## src/rtl/my_if_pkg.sv

```systemverilog
// Shared definitions for the my_if writer/reader pair: default sizes and payload type.
package my_if_pkg;

  localparam int MY_IF_DATA_W = 8;
  localparam int MY_IF_DEPTH  = 4;

  // Payload as carried on the AccessOut side of my_if (in_data/in_valid/in_ready).
  typedef logic [MY_IF_DATA_W-1:0] payload_t;

endpackage

```

## src/rtl/sr_fifo_core.sv

```systemverilog
// Circular buffer storage with wrapping read/write pointers and occupancy count.
module sr_fifo_core
  import my_if_pkg::*;
#(
  parameter int DATA_W = MY_IF_DATA_W,
  parameter int DEPTH  = MY_IF_DEPTH
) (
  input  logic                     clk,
  input  logic                     rst_n,
  input  logic                     push,
  input  logic                     pop,
  input  logic [DATA_W-1:0]        din,
  output logic [DATA_W-1:0]        dout,
  output logic [$clog2(DEPTH):0]   count,
  output logic                     full,
  output logic                     empty
);

  localparam int PW = $clog2(DEPTH);
  localparam int CW = PW + 1;

  logic [DATA_W-1:0] mem [DEPTH];
  logic [PW-1:0]     wr_ptr;
  logic [PW-1:0]     rd_ptr;

  assign full  = (count == CW'(DEPTH));
  assign empty = (count == '0);
  assign dout  = mem[rd_ptr];

  // Storage write; contents are never observed before being written, so no reset.
  always_ff @(posedge clk) begin
    if (push) mem[wr_ptr] <= din;
  end

  // Pointers wrap naturally at DEPTH because DEPTH is a power of two.
  always_ff @(posedge clk or negedge rst_n) begin
    if (!rst_n) begin
      wr_ptr <= '0;
      rd_ptr <= '0;
    end else begin
      if (push) wr_ptr <= wr_ptr + 1'b1;
      if (pop)  rd_ptr <= rd_ptr + 1'b1;
    end
  end

  // Occupancy tracks the net of push and pop in each cycle.
  always_ff @(posedge clk or negedge rst_n) begin
    if (!rst_n) begin
      count <= '0;
    end else begin
      case ({push, pop})
        2'b10:   count <= count + 1'b1;
        2'b01:   count <= count - 1'b1;
        default: count <= count;
      endcase
    end
  end

endmodule

```

## src/rtl/module_sequential_reads.sv

```systemverilog
// Buffered reader: accepts payloads from the writer, returns them in order on request,
// and keeps an accepted-payload counter, running XOR and sticky underflow flag.
module module_sequential_reads
  import my_if_pkg::*;
#(
  parameter int DATA_W = MY_IF_DATA_W,
  parameter int DEPTH  = MY_IF_DEPTH
) (
  input  logic                     clk,
  input  logic                     rst_n,
  input  logic [DATA_W-1:0]        in_data,
  input  logic                     in_valid,
  output logic                     in_ready,
  input  logic                     rd_req,
  output logic [DATA_W-1:0]        rd_data,
  output logic                     rd_valid,
  output logic [$clog2(DEPTH):0]   count,
  output logic [7:0]               rx_total,
  output logic [DATA_W-1:0]        rx_xor,
  output logic                     underflow
);

  logic              push;
  logic              pop;
  logic              full;
  logic              empty;
  logic [DATA_W-1:0] head;

  // Ready depends only on registered occupancy; a same-cycle pop never opens a slot.
  assign in_ready = ~full;

  // Handshake decode; a request against an empty buffer never bypasses a same-cycle push.
  always_comb begin
    push = in_valid & in_ready;
    pop  = rd_req & ~empty;
  end

  sr_fifo_core #(
    .DATA_W (DATA_W),
    .DEPTH  (DEPTH)
  ) u_core (
    .clk   (clk),
    .rst_n (rst_n),
    .push  (push),
    .pop   (pop),
    .din   (in_data),
    .dout  (head),
    .count (count),
    .full  (full),
    .empty (empty)
  );

  // Registered read port: one-cycle valid pulse, data held between pops.
  always_ff @(posedge clk or negedge rst_n) begin
    if (!rst_n) begin
      rd_data  <= '0;
      rd_valid <= 1'b0;
    end else begin
      rd_valid <= pop;
      if (pop) rd_data <= head;
    end
  end

  // Accepted-payload statistics, updated only on a completed transfer.
  always_ff @(posedge clk or negedge rst_n) begin
    if (!rst_n) begin
      rx_total <= '0;
      rx_xor   <= '0;
    end else if (push) begin
      rx_total <= rx_total + 8'd1;
      rx_xor   <= rx_xor ^ in_data;
    end
  end

  // Sticky underflow: any request seen while empty, held until reset.
  always_ff @(posedge clk or negedge rst_n) begin
    if (!rst_n) begin
      underflow <= 1'b0;
    end else if (rd_req && empty) begin
      underflow <= 1'b1;
    end
  end

endmodule
```

## config.mk

```make
export PLATFORM = sky130hd
export DESIGN_NAME = module_sequential_reads
export DESIGN_NICKNAME = d
export VERILOG_FILES = /design/src/rtl/my_if_pkg.sv /design/src/rtl/sr_fifo_core.sv /design/src/rtl/module_sequential_reads.sv
export SDC_FILE = /design/constraint.sdc
export NUM_CORES = 1
export LEC_CHECK = 0
export BUFFER_PORTS_ARGS = -buffer_cell sky130_fd_sc_hd__buf_2
export CAP_MARGIN = 20
export CORE_ASPECT_RATIO = 1.5
export CORE_MARGIN = 2
export CORE_UTILIZATION = 47
export CTS_CLUSTER_DIAMETER = 150
export DETAILED_ROUTE_END_ITERATION = 10
export MAX_ROUTING_LAYER = met4
export PLACE_DENSITY = 0.68
export SYNTH_ARGS = -nofsm -noshare
export SYNTH_HDL_FRONTEND = slang
export SYNTH_SLANG_ARGS = --single-unit
```

## constraint.sdc

```tcl
create_clock -name clk -period 5.29 [get_ports clk]
set_input_delay 0.7935 -clock clk [delete_from_list [all_inputs] [get_ports clk]]
set_output_delay 0.7935 -clock clk [all_outputs]
set_load 0.05 [all_outputs]
```

# ---- Word level (Yosys, flattened, before mapping)
# Memories as Yosys holds them, arrays and structs flattened. A register that Yosys moved wholly into a read port is not among the register bits.
# Index checks and enable logic that the tools add are counted.
dict set report classes {
  n_addsub 5
  eq_ne 3
  muxes 3
  bitwise 5
  n_reduce_logical 4
}
# cell n
set op_table {}
lappend op_table {{8-bit by 1-bit adder with 8-bit output, second input constant} 1}
lappend op_table {{8-bit bitwise XOR} 1}
lappend op_table {{3-bit one-hot mux with 2 select lines} 1}
lappend op_table {{2-bit by 1-bit adder with 2-bit output, second input constant} 2}
lappend op_table {{3-bit by 1-bit adder with 3-bit output, second input constant} 1}
lappend op_table {{3-bit equality test, second input constant} 1}
lappend op_table {{3-bit logical NOT} 1}
lappend op_table {{3-bit by 1-bit subtractor with 3-bit output, second input constant} 1}
lappend op_table {{1-bit AND} 2}
lappend op_table {{2-bit by 1-bit equality test with 1-bit output, second input constant} 1}
lappend op_table {{2-bit equality test, second input constant} 1}
lappend op_table {{1-bit two-way mux} 2}
lappend op_table {{1-bit NOT} 2}
lappend op_table {{2-bit nonzero test} 1}
lappend op_table {{1-bit logical AND} 1}
lappend op_table {{1-bit logical NOT} 1}
dict set report word_totals {
  ff_bits 25
  mem_bits_rw 32
  in_bits 12
  output_inout_bits 30
  word_cells 28
  memories 1
}
# memory depth word_bits rd rd_clocked_by_memory_dff write_ports line_no
set memory_table {}
lappend memory_table {u_core.mem 4 8 1 1 1 sr_fifo_core.sv:22} ;# logic [DATA_W-1:0] mem [DEPTH];

# ---- Longest topological paths before layout
dict set report depth {
  word_depth 5
  depth_mapped 8
  depth_no_buf 8
}

# ---- By module
# From an unflattened synthesis, not the netlist that was laid out.
dict set report hier_totals {
  cells_unflattened 153
  hier_area_um2 2581.2
}
# mod n_inst cells_per_inst area_per_inst_um2 seq_area_each_um2
set modules_own_cells {}
lappend modules_own_cells {sr_fifo_core 1 78 1552.7 1136.1}
lappend modules_own_cells {module_sequential_reads 1 75 1028.5 650.6}

# ---- Worst setup path before layout
# Ideal clock, no wire load.
dict set report synth_timing {
  path_type {flip-flop to flip-flop}
  start {register u_core.count[2]}
  end {register u_core.count[2]}
  setup_time_ns 0.148
  arrival_ns 2.198
  t_required_ns 5.142
  slack_ns 2.943
  stages_incl_launch_ff 9
  n_path_buf 0
  synth_period_minus_slack_ns 2.347
  cell_sequence {dfrtp_1 > or3b_4 > nand2_2 > ha_1 > inv_1 > fa_1 > xor2_1 > nor2_1 > xor2_1}
}
dict set report synth_between {
  elab_chain_len 5
  word_cells_on_any_way 12
  cone_classes {2 x add/sub; 3 x eq/ne; 1 x mux; 4 x bitwise; 2 x reduce/logical}
}
# element line_no
set synth_rtl {}
lappend synth_rtl {{start: declaration} sr_fifo_core.sv:14} ;# output logic [$clog2(DEPTH):0] count,
lappend synth_rtl {{start signal: assignment} sr_fifo_core.sv:52} ;# 2'b10: count <= count + 1'b1;
lappend synth_rtl {{start signal: assignment} sr_fifo_core.sv:53} ;# 2'b01: count <= count - 1'b1;
lappend synth_rtl {{start signal: assignment} sr_fifo_core.sv:54} ;# default: count <= count;
lappend synth_rtl {{3-bit equality test or 3-bit logical NOT (tied branches)} {sr_fifo_core.sv:26, sr_fifo_core.sv:27}}
lappend synth_rtl {{1-bit NOT (on tied branches)} {module_sequential_reads.sv:30, module_sequential_reads.sv:35}}
lappend synth_rtl {{1-bit AND (on tied branches)} {module_sequential_reads.sv:34, module_sequential_reads.sv:35}}
lappend synth_rtl {{2-bit by 1-bit equality test with 1-bit output or 2-bit equality test (tied branches)} sr_fifo_core.sv:51} ;# case ({push, pop})
lappend synth_rtl {{3-bit one-hot mux with 2 select lines or 2-bit nonzero test (tied branches)} -}
# Several ways; a longest one is shown, not always the timed one.
# A chain may end at the register's enable or synchronous reset.

# ---- Worst setup path in the final report
dict set report layout_timing {
  start {register u_core.count[0]}
  end {output in_ready}
}
dict set report layout_between {
  elab_chain_len 2
}
# element line_no
set layout_rtl {}
lappend layout_rtl {{3-bit equality test} sr_fifo_core.sv:26} ;# assign full = (count == CW'(DEPTH));
lappend layout_rtl {{1-bit NOT} module_sequential_reads.sv:30} ;# assign in_ready = ~full;
lappend layout_rtl {{end: declaration} module_sequential_reads.sv:13} ;# output logic in_ready,
# No other way between the ends.

==> PnR_summary.wiki <==
{| class="wikitable"
! Metric !! Value
|-
| Status || completed
|-
| Sequential-to-total area share from yosys stat || 0.675
|-
| Mean instance size in the synthesized netlist || roughly 16 µm²
|-
| Number of nets produced by synthesis || 187
|-
| Unrepaired setup endpoints after global routing || no
|-
| Setup crit end kind || output port
|-
| Post-layout nets || between 200 and 250
|-
| Max Clock Freq || around 410 MHz
|-
| Vias in the first global route || roughly 1.5k
|-
| HP Class || register to register
|-
| Via count of the routed design || 1,435
|-
| Y dimension of the die || ~96 µm
|-
| Remaining number of nets flagged by the antenna check after routing || 0
|-
| Ratio of routed vias to standard cells || slightly below 5
|-
| Count of buffers from port buffering || 41
|-
| Kind of start point of the critical path || register
|-
| Final count of hold timing violations || 0
|-
| Actual transition at the worst max-transition pin || about 0.76 ns
|-
| Classification of the worst setup path || register to output port
|-
| Final hold slack || 0.457 ns
|-
| Routed WL per cell || between 15 and 20 µm
|-
| R2R Path Start || u_core.count[0]$_DFFE_PN0P_
|-
| Placer congestion estimate || about 0.7
|-
| Worst slew margin relative to its limit || 0.495
|-
| Lkg Pwr || around 1.3 nW
|-
| Floorplan core area || 5450 µm²
|-
| Count of instances resized after the clock tree is built || 0
|-
| Number of library cell types mapped by synthesis || 28
|-
| Crit path DAT || approximately 1.6 ns
|-
| Synth Instances || around 170
|-
| Most common cell after layout, fill and taps aside || buf_2
|-
| Maximum level of the CTS H-tree || 3
|-
| Highest-count cells in the layout ignoring fill and taps || buf_2, dfrtp_1, edfxtp_1, nand2_1, xnor2_1
|-
| Post-DP HPWL || roughly 3000 µm
|-
| Share of layout cells above drive strength 1 || 0.329
|-
| Clock edge transition at the registers on the reported setup and hold paths || ~0.07 ns
|-
| Remaining global-route overflow || 0
|-
| CP endpoint || in_ready
|-
| Buffers inserted by post-CTS timing repair || 0
|-
| Diodes inserted || 0
|-
| Synth Register Bits || between 60 and 70
|-
| Total global-route track usage || 0.168
|-
| Start point of the critical path || u_core.count[0]$_DFFE_PN0P_
|-
| Cells along the critical path || or3b_4 -> buf_2
|-
| Pwr Density || 688 nW/µm²
|-
| Library cell used as clock root buffer || clkbuf_8
|-
| Core Rows || 33
|-
| Yosys Warn Count || 0
|-
| TritonCTS clock tree || yes
|-
| Part of the power in registers || 0.402
|-
| Fraction of power spent switching nets || 0.432
|-
| Antenna violations before repair || 0
|-
| Total number of clock tree sinks || 65
|-
| Comb power frac || 0.413
|-
| Power dissipated by switching net loads || 911 µW
|-
| Initial Utilization || 0.485
|-
| Internal portion of total power || between 1 and 1.5 mW
|-
| Portion of total power attributed to the clock network || 0.184
|-
| Die footprint || between 6000 and 7000 µm²
|-
| Worst-path cell with the longest stage delay || or3b_4
|-
| Required @ worst endpoint || ~4.5 ns
|-
| Violation count after the first detailed-routing iteration || 79
|-
| Worst IR drop on VDD || 0.350 mV
|-
| FF-to-FF path depth || 8
|-
| CTS Buffer Depth || 2
|-
| Synthesized area || about 2600 µm²
|-
| Shortest period the worst path allows || approximately 2.4 ns
|-
| Count of endpoints failing setup in the final report || 0
|-
| Total negative setup slack || 0 ns
|-
| First-pass GRT wire length || between 7000 and 8000 µm
|-
| Number of top-level pins || 42
|-
| Fin. max-slew vios || 0
|-
| Largest clock skew in the final design || roughly 0.011 ns
|-
| Router iterations before antenna repair || 4
|-
| Overall die width || roughly 65 µm
|-
| Clock insertion delay at the later pin of the skew report || 0.34 ns
|-
| Count of hold buffers inserted by post-cts repair || 0
|-
| Residual DRC || 0
|-
| Critical R2R Capture || u_core.count[2]$_DFFE_PN0P_
|-
| Final wirelength || around 4400 µm
|-
| Maximum number of pins on one net before global-route repair || 34
|-
| Max Cap Viol || 0
|-
| Setup slack on the worst flop-to-flop path || around 3.0 ns
|-
| Number of filler instances in the final layout || around 480
|-
| Area grow syn2layout || 16.0%
|-
| Crit path max fanout || 20
|-
| Delay contributed by the slowest stage of the critical path || around 0.54 ns
|-
| TritonCTS Buffers || 9
|-
| Final cycle utilization of the critical path || 0.456
|}
-- cell type report --
class | count | area, µm² | area share
tap | 70 | 87.6 | 0.0285
clock inverter | 4 | 43.8 | 0.0143
clock buffer | 12 | 135 | 0.0440
inverter | 6 | 22.5 | 0.00734
sequential | 65 | 1790 | 0.582
multi-input combinational | 91 | 787 | 0.257
timing repair buffer | 41 | 205 | 0.0669
-- sequential cells by signal, indices dropped and copies added (netlist names) --
signal         count
rd_data            8
rd_valid           1
rx_total           8
rx_xor             8
u_core.count       3
u_core.mem        32
u_core.rd_ptr      2
u_core.wr_ptr      2
underflow          1
-- critical path: cells and delay by family, from the launching register on --
family / cells / cell delay, ns
simple gates: 1 / 0.54
flops: 1 / 0.47
buf+inv: 1 / 0.26
-- kinds of logic (layout without fill, tap and decap cells) --
kind of cell	Yosys count	in the layout	share of synthesized area
buffers and inverters	12	63	0.0270
muxes	11	11	0.0804
xor gates and xnor gates	21	21	0.0695
DFF	65	65	0.675
and+or+nand+nor	50	50	0.101
AOI/OAI and AO/OA	2	2	0.0109
adders and majority gates	7	7	0.0360
-- per-stage QoR --
stage	std cells	area, µm²	setup slack [ns]	power, mW	util
floorplan	168	2650	2.94	1.55	-
global placement	273	2890	2.95	1.73	0.530
detailed placement	273	2890	2.92	1.74	0.530
CTS	289	3070	2.86	2.14	0.563
global route	289	3070	2.83	2.24	0.563
finish	289	3070	2.88	2.11	0.563
-- power by group through the flow --
stage | Combinational, mW | Sequential, mW | Clock, mW
3_5_place_dp | 0.882 | 0.863 | 0
2_1_floorplan | 0.380 | 1.17 | 0
6_report | 0.872 | 0.849 | 0.388
3_3_place_gp | 0.876 | 0.858 | 0
4_1_cts | 0.883 | 0.855 | 0.400
5_1_grt | 0.941 | 0.877 | 0.421
-- how the worst min path moves through the flow --
stage,startpoint,endpoint,slack (ns),cells past startpoint
2_1_floorplan,rst_n,rd_data[0]$_DFFE_PN0P_,0.50,0
3_3_place_gp,underflow$_DFFE_PN0P_,underflow$_DFFE_PN0P_,0.44,1
3_5_place_dp,underflow$_DFFE_PN0P_,underflow$_DFFE_PN0P_,0.45,1
4_1_cts,underflow$_DFFE_PN0P_,underflow$_DFFE_PN0P_,0.46,1
5_1_grt,rx_xor[3]$_DFFE_PN0P_,rx_xor[3]$_DFFE_PN0P_,0.49,1
6_report,underflow$_DFFE_PN0P_,underflow$_DFFE_PN0P_,0.46,1
-- metal layers --
layer	vias up	share of wire	track usage
met3	6	0.048	0.0526
met4	0	0.018	0.0677
li1	684	-	-
met5	-	0	-
met1	708	0.43	0.197
met2	37	0.51	0.270
-- synthesized netlist by cell type --
library cell  count  area share
dfrtp_1          33        0.31
edfxtp_1         32        0.36
and4_1            1      0.0033
inv_2             1      0.0014
or3b_4            1      0.0043
clkbuf_1          2      0.0028
inv_1             5      0.0071
buf_2             2      0.0038
nand4_1           4      0.0095
nand2_2           1      0.0024
nand3_2           5       0.019
nand2_1          25       0.035
mux4_2            8       0.068
nand3_1           5      0.0095
o31ai_4           1      0.0080
and3_1            5       0.012
xor2_1            2      0.0066
ha_1              6       0.028
mux2_2            2      0.0085
fa_1              1      0.0076
buf_12            1      0.0076
and2_1            1      0.0024
buf_6             1      0.0043
xnor2_1          19       0.063
a21o_1            1      0.0028
nor2_1            1      0.0014
nor3_1            1      0.0019
mux2i_1           1      0.0038
Power figures use the tool's default switching activity.
